## config.mk

```make
export PLATFORM = sky130hd
export DESIGN_NAME = eth_ctrl_sequencer
export DESIGN_NICKNAME = d
export VERILOG_FILES = /design/src/rtl/eth_ctrl_pkg.sv /design/src/rtl/eth_cmd_fifo.sv /design/src/rtl/eth_ctrl_sequencer.sv
export SDC_FILE = /design/constraint.sdc
export NUM_CORES = 1
export LEC_CHECK = 0
export CORE_ASPECT_RATIO = 1.2
export CORE_MARGIN = 3
export CORE_UTILIZATION = 55
export DETAILED_ROUTE_END_ITERATION = 7
export PLACE_DENSITY = 0.84
export SETUP_SLACK_MARGIN = 0.2
export SYNTH_ARGS = -nofsm -noshare
export SYNTH_HDL_FRONTEND = slang
export SYNTH_SLANG_ARGS = --single-unit
```

## constraint.sdc

```tcl
create_clock -name axi_lite_clk -period 2.19 [get_ports axi_lite_clk]
set_input_delay 0.3285 -clock axi_lite_clk [delete_from_list [all_inputs] [get_ports axi_lite_clk]]
set_output_delay 0.3285 -clock axi_lite_clk [all_outputs]
set_load 0.01 [all_outputs]
```

## src/rtl/eth_ctrl_pkg.sv

```systemverilog
// Shared definitions for the Ethernet reset sequencer and MAC control-command queue.
package eth_ctrl_pkg;

  localparam int CMD_WIDTH_DEF = 4;

  localparam logic [1:0] ST_WAIT_LOCK = 2'd0;
  localparam logic [1:0] ST_RELEASE   = 2'd1;
  localparam logic [1:0] ST_RUN       = 2'd2;
  localparam logic [1:0] ST_SOFT      = 2'd3;

  function automatic int max3(input int a, input int b, input int c);
    int m;
    m = (a > b) ? a : b;
    return (m > c) ? m : c;
  endfunction

endpackage

```

## src/rtl/eth_cmd_fifo.sv

```systemverilog
// Synchronous command FIFO; pointers carry one extra wrap bit to tell full from empty.
module eth_cmd_fifo import eth_ctrl_pkg::*; #(
  parameter int WIDTH = CMD_WIDTH_DEF,
  parameter int DEPTH = 4
) (
  input  logic                     clk,
  input  logic                     rst,
  input  logic                     flush,
  input  logic                     push,
  input  logic                     pop,
  input  logic [WIDTH-1:0]         din,
  output logic [WIDTH-1:0]         dout,
  output logic                     full,
  output logic                     empty,
  output logic [$clog2(DEPTH):0]   level
);

  localparam int AW = $clog2(DEPTH);

  logic [WIDTH-1:0] mem_r [DEPTH];
  logic [AW:0]      wr_ptr_r;
  logic [AW:0]      rd_ptr_r;
  logic             do_push_s;
  logic             do_pop_s;

  assign full      = (wr_ptr_r[AW] != rd_ptr_r[AW]) && (wr_ptr_r[AW-1:0] == rd_ptr_r[AW-1:0]);
  assign empty     = (wr_ptr_r == rd_ptr_r);
  assign level     = wr_ptr_r - rd_ptr_r;
  assign dout      = mem_r[rd_ptr_r[AW-1:0]];
  assign do_push_s = push && !full && !flush;
  assign do_pop_s  = pop && !empty && !flush;

  always_ff @(posedge clk) begin
    if (rst || flush) begin
      wr_ptr_r <= {(AW+1){1'b0}};
      rd_ptr_r <= {(AW+1){1'b0}};
    end else begin
      if (do_push_s) wr_ptr_r <= wr_ptr_r + (AW+1)'(1);
      if (do_pop_s)  rd_ptr_r <= rd_ptr_r + (AW+1)'(1);
    end
  end

  // Storage needs no reset: the head is only consumed when the FIFO is non-empty.
  always_ff @(posedge clk) begin
    if (do_push_s && !rst) mem_r[wr_ptr_r[AW-1:0]] <= din;
  end

endmodule

```

## src/rtl/eth_ctrl_sequencer.sv

```systemverilog
// Staged reset release after filtered MMCM lock, plus a buffered valid/ready command path to the MAC.
module eth_ctrl_sequencer import eth_ctrl_pkg::*; #(
  parameter int NUM_DOMAINS     = 3,
  parameter int LOCK_FILTER     = 8,
  parameter int STAGE_CYCLES    = 16,
  parameter int SOFT_RST_CYCLES = 32,
  parameter int CMD_WIDTH       = CMD_WIDTH_DEF,
  parameter int FIFO_DEPTH      = 4
) (
  input  logic                          axi_lite_clk,
  input  logic                          sys_rst,
  input  logic                          mmcm_locked,
  input  logic                          soft_rst_req,
  output logic [NUM_DOMAINS-1:0]        rst_out,
  output logic                          seq_done,
  output logic                          start_config,
  input  logic [CMD_WIDTH-1:0]          cmd_in_data,
  input  logic                          cmd_in_valid,
  output logic                          cmd_in_ready,
  output logic [CMD_WIDTH-1:0]          control_data,
  output logic                          control_valid,
  input  logic                          control_ready,
  output logic [$clog2(FIFO_DEPTH):0]   fifo_level
);

  localparam int CNT_W = $clog2(max3(LOCK_FILTER, STAGE_CYCLES, SOFT_RST_CYCLES) + 1);
  localparam int IDX_W = (NUM_DOMAINS > 1) ? $clog2(NUM_DOMAINS) : 1;

  logic [1:0]             state_r;
  logic [CNT_W-1:0]       cnt_r;
  logic [IDX_W-1:0]       idx_r;
  logic [NUM_DOMAINS-1:0] rst_out_r;
  logic                   seq_done_r;
  logic                   start_config_r;
  logic                   ctrl_valid_r;
  logic [CMD_WIDTH-1:0]   ctrl_data_r;

  logic                   lock_lost_s;
  logic                   soft_go_s;
  logic                   flush_s;
  logic                   push_s;
  logic                   load_s;
  logic                   fifo_full_s;
  logic                   fifo_empty_s;
  logic [CMD_WIDTH-1:0]   fifo_head_s;

  // Lock loss outranks a soft-reset request; both discard queued commands.
  assign lock_lost_s  = !mmcm_locked && (state_r != ST_WAIT_LOCK);
  assign soft_go_s    = soft_rst_req && mmcm_locked && ((state_r == ST_RELEASE) || (state_r == ST_RUN));
  assign flush_s      = lock_lost_s || soft_go_s;
  assign cmd_in_ready = !fifo_full_s && !sys_rst;
  assign push_s       = cmd_in_valid && cmd_in_ready;
  assign load_s       = (state_r == ST_RUN) && !fifo_empty_s && (!ctrl_valid_r || control_ready) && !flush_s;

  assign rst_out       = rst_out_r;
  assign seq_done      = seq_done_r;
  assign start_config  = start_config_r;
  assign control_valid = ctrl_valid_r;
  assign control_data  = ctrl_data_r;

  eth_cmd_fifo #(.WIDTH(CMD_WIDTH), .DEPTH(FIFO_DEPTH)) u_fifo (
    .clk   (axi_lite_clk),
    .rst   (sys_rst),
    .flush (flush_s),
    .push  (push_s),
    .pop   (load_s),
    .din   (cmd_in_data),
    .dout  (fifo_head_s),
    .full  (fifo_full_s),
    .empty (fifo_empty_s),
    .level (fifo_level)
  );

  // Sequencer FSM: cnt_r is the lock filter, stage timer or soft-hold timer depending on state.
  always_ff @(posedge axi_lite_clk) begin
    if (sys_rst || flush_s) begin
      state_r        <= soft_go_s && !sys_rst ? ST_SOFT : ST_WAIT_LOCK;
      cnt_r          <= {CNT_W{1'b0}};
      idx_r          <= {IDX_W{1'b0}};
      rst_out_r      <= {NUM_DOMAINS{1'b1}};
      seq_done_r     <= 1'b0;
      start_config_r <= 1'b0;
    end else begin
      start_config_r <= 1'b0;
      case (state_r)
        ST_WAIT_LOCK: begin
          if (!mmcm_locked) begin
            cnt_r <= {CNT_W{1'b0}};
          end else if (cnt_r == CNT_W'(LOCK_FILTER - 1)) begin
            state_r <= ST_RELEASE;
            cnt_r   <= {CNT_W{1'b0}};
            idx_r   <= {IDX_W{1'b0}};
          end else begin
            cnt_r <= cnt_r + CNT_W'(1);
          end
        end
        ST_RELEASE: begin
          if (cnt_r == CNT_W'(STAGE_CYCLES - 1)) begin
            rst_out_r[idx_r] <= 1'b0;
            cnt_r            <= {CNT_W{1'b0}};
            if (idx_r == IDX_W'(NUM_DOMAINS - 1)) begin
              state_r        <= ST_RUN;
              seq_done_r     <= 1'b1;
              start_config_r <= 1'b1;
              idx_r          <= {IDX_W{1'b0}};
            end else begin
              idx_r <= idx_r + IDX_W'(1);
            end
          end else begin
            cnt_r <= cnt_r + CNT_W'(1);
          end
        end
        ST_RUN: begin
          seq_done_r <= 1'b1;
        end
        ST_SOFT: begin
          if (cnt_r == CNT_W'(SOFT_RST_CYCLES - 1)) begin
            state_r <= ST_RELEASE;
            cnt_r   <= {CNT_W{1'b0}};
            idx_r   <= {IDX_W{1'b0}};
          end else begin
            cnt_r <= cnt_r + CNT_W'(1);
          end
        end
        default: begin
          state_r   <= ST_WAIT_LOCK;
          cnt_r     <= {CNT_W{1'b0}};
          idx_r     <= {IDX_W{1'b0}};
          rst_out_r <= {NUM_DOMAINS{1'b1}};
        end
      endcase
    end
  end

  // Output register: data holds while the MAC stalls, refills from the FIFO head otherwise.
  always_ff @(posedge axi_lite_clk) begin
    if (sys_rst || flush_s) begin
      ctrl_valid_r <= 1'b0;
      ctrl_data_r  <= {CMD_WIDTH{1'b0}};
    end else if (load_s) begin
      ctrl_valid_r <= 1'b1;
      ctrl_data_r  <= fifo_head_s;
    end else if (control_ready) begin
      ctrl_valid_r <= 1'b0;
    end else begin
      ctrl_valid_r <= ctrl_valid_r;
    end
  end

endmodule
```

==> flow_summary.toml <==
[global_route]
first_pass_grt_wire_length_um = 7400
overflow = 0
grt_antenna_before_repair = 0
first_global_vias = 1633
pin_count_of_the_biggest_net_entering_global_routing = 20
track_usage = 0.227

[cts]
clkSlewWorstSetupHoldPaths_ns = 0.09
cts_tree = "built"
cts_max_level = 2
numCtsBuffers = 5
cts.hold.buffers_added = 0
clock_insertion_delay_worst_skew_ns = 0.31
ctsLongestPathBuffers = 2
post-cts-setup-buffers = 0
total_clock_sinks = 42
clockRootBuffer = "sky130_fd_sc_hd__clkbuf_8"

[placement]
routabilityCongestion = 0.911
hpwl_um = 3320
post-place-cells = 251
placed_area_um2 = 2370
io_buffer_count = 23
detailedPlace.worstSlack_ns = 0.114

[routing]
drt-vias-per-instance = 6.24
num_vias = 1617
final_antenna_net_count = 0
drc_errors = 0
finalWirelength_um = 4460
avgRoutedWirePerCell_um = 17.2
firstDrtPassIters = 5
initialDrtViolationCount = 105

[outcome]
run_status = "finished, final reports clean"

[sta]
skew_ns = 0.00678
layout_worst_path_cycle_share = 0.915
timing.fmax_mhz = 499
hold_slack_ns = 0.447
timing.final.hold_violations = 0
setup_viol = 0
relSlewSlack = 0.744
max_slew.worst_pin.slew_ns = 0.380
rsz0062_at_grt = "true"
period_minus_slack_ns = 2.00
report.final.slew_viol_count = 0
final.setup.worst_slack_ns = 0.186
final.setup.tns_ns = 0

[setup_path]
worstPathMaxFanout = 2
critical_path_type = "reg2out"
cp-end-kind = "output port"
startpoint_class = "flip-flop"
cp.arrival_ns = 1.68
cp.required_ns = 1.86

[logic_synthesis]
synthesis.area_um2 = 2050
post_synthesis_async_set_or_reset_flop_share = 0
synthDistinctLibCells = 46
synth.yosys.seq_area_share = 0.499
post_synth.cell_area_avg_um2 = 10.9
synth.yosys.warnings = 0
synth_ff_type = "sky130_fd_sc_hd__dfxtp_1"
synthesis.nets = 211
synth_enable_flop_cells = 18
ys_seq_elements = 42
syn-instance-count = 188

[floorplanning]
ios = 24
chip_width_um = 61.7
std_cell_rows = 23
design.core.area_um2 = 3450
start_util = 0.593
fp.dieArea_um2 = 4490
fp.dieH_um = 72.8

[layout]
finalInstanceArea_um2 = 2480
final-instance-count-excl-fill = 259
drive_gt1_frac = 0.185
area.sequential_um2 = 1020
final.fill_count = 264
multiInputGateArea_um2 = 970
area_growth_pct = 21.1
utilization = 0.718
diodes_inserted = 0
design.final.nets = 244

[power_and_ir_drop]
power_per_cell_area_nw_per_um2 = 898
leakagePower_nw = 0.899
peakVddDrop_v = 0.000690
power.total_mw = 2.23

[job]
max_cap_violations = 0

[hold_path]
hp-class = "reg2reg"
registers in the layout (all words and copies together) (netlist names):
| register | cells |
|---|---|
| cnt_r | 6 |
| control_data | 4 |
| control_valid | 1 |
| idx_r | 2 |
| rst_out | 3 |
| seq_done | 1 |
| start_config | 1 |
| state_r | 2 |
| u_fifo.mem_r | 16 |
| u_fifo.rd_ptr_r | 3 |
| u_fifo.wr_ptr_r | 3 |
routing by layer:
metal  vias up  share of wire  track usage  wire [um]
li1        754              -            -          -
met1       791           0.35        0.233       1550
met2        57           0.57        0.412       2550
met3        15          0.053       0.0690        235
met4         0          0.028       0.0920        127
met5         -              0            0          0
worst max-delay path, cell delays in order, from the launching register on:
cell and delay, ns:
sky130_fd_sc_hd__dfxtp_1 0.39, sky130_fd_sc_hd__ha_2 0.19, sky130_fd_sc_hd__inv_1 0.05, sky130_fd_sc_hd__fa_1 0.42, sky130_fd_sc_hd__xnor2_1 0.16, sky130_fd_sc_hd__clkbuf_2 0.15
cells in the mapped netlist, types with 2 or more instances:
cell                       number  area [um^2]
sky130_fd_sc_hd__edfxtp_1      18          541
sky130_fd_sc_hd__and2_1         4         25.0
sky130_fd_sc_hd__o21ai_0       10         50.1
sky130_fd_sc_hd__o211ai_1       2         15.0
sky130_fd_sc_hd__mux4_2         4         90.1
sky130_fd_sc_hd__xor2_1         3         26.3
sky130_fd_sc_hd__nand2b_1       2         12.5
sky130_fd_sc_hd__dfxtp_1       24          480
sky130_fd_sc_hd__nor3_1         2         10.0
sky130_fd_sc_hd__ha_1          12          150
sky130_fd_sc_hd__nand2_1       11         41.3
sky130_fd_sc_hd__mux2i_1        2         20.0
sky130_fd_sc_hd__o31ai_1        3         22.5
sky130_fd_sc_hd__nand3_1        9         45.0
sky130_fd_sc_hd__clkbuf_1       5         18.8
sky130_fd_sc_hd__or3_1          2         12.5
sky130_fd_sc_hd__xnor2_1        4         35.0
sky130_fd_sc_hd__or4_1          2         15.0
sky130_fd_sc_hd__a31o_2         3         26.3
sky130_fd_sc_hd__inv_1         12         45.0
sky130_fd_sc_hd__nor2_1        16         60.1
sky130_fd_sc_hd__buf_2          2         10.0
sky130_fd_sc_hd__a21oi_1       13         65.1
repair_timing:
| item | 4_1_cts | 5_1_grt |
|---|---|---|
| endpoints found under the hold margin | 0 | 0 |
| pin swaps | 0 | 1 |
| setup endpoints to repair | 3 | 26 |
| resized for setup | 6 | 11 |
power breakdown:
group,internal [mW],total [mW],switching (mW)
clock network,0.237,0.539,0.302
registers,0.890,0.938,0.0485
logic,0.302,0.748,0.446
total,1.43,2.23,0.797
cells by family after synthesis:
kind of cell               Yosys count  synth area share
adders and majority gates           13            0.0831
muxes                                7            0.0593
buffers and inverters               19            0.0361
and+or+nand+nor                     53             0.129
xor gates and xnor gates             8            0.0379
DFF                                 42             0.499
AOI/OAI and AO/OA                   46             0.156
worst paths after layout:
check                           cells after the start                from       endpoint  slack [ns]
worst max-delay path                                5  u_fifo.rd_ptr_r[0]  fifo_level[2]        0.19
worst min-delay path                                2          rst_out[2]     rst_out[2]        0.45
worst max register to register                      6            cnt_r[0]       idx_r[0]        0.29
worst min register to register                      2          rst_out[2]     rst_out[2]        0.45
cell type report:
cell class / count / share of cell area
flip-flops and latches: 42 / 0.412
multi-input cells: 127 / 0.391
repair buffers: 33 / 0.121
clock buffers: 5 / 0.0278
well taps: 37 / 0.0187
inverters: 12 / 0.0182
clock inverters: 3 / 0.0106
layout by cell type, fill, tap and decap left out, types with 2 or more instances in the layout:
cell,n
sky130_fd_sc_hd__dfxtp_1,23
sky130_fd_sc_hd__clkdlybuf4s50_1,20
sky130_fd_sc_hd__edfxtp_1,18
sky130_fd_sc_hd__nor2_1,15
sky130_fd_sc_hd__a21oi_1,13
sky130_fd_sc_hd__inv_1,11
sky130_fd_sc_hd__nand2_1,10
sky130_fd_sc_hd__buf_4,10
sky130_fd_sc_hd__nand3_1,9
sky130_fd_sc_hd__o21ai_0,9
sky130_fd_sc_hd__ha_1,9
sky130_fd_sc_hd__clkbuf_8,5
sky130_fd_sc_hd__xnor2_1,4
sky130_fd_sc_hd__mux4_2,4
sky130_fd_sc_hd__and2_1,3
sky130_fd_sc_hd__a31o_2,3
sky130_fd_sc_hd__o31ai_1,3
sky130_fd_sc_hd__xor2_1,3
sky130_fd_sc_hd__ha_2,3
sky130_fd_sc_hd__inv_6,3
sky130_fd_sc_hd__o211ai_1,2
sky130_fd_sc_hd__nand2b_1,2
sky130_fd_sc_hd__nor3_1,2
sky130_fd_sc_hd__o21ai_1,2
sky130_fd_sc_hd__mux2i_1,2
sky130_fd_sc_hd__or3_1,2
Note: power is estimated with default switching activity, not from simulation.
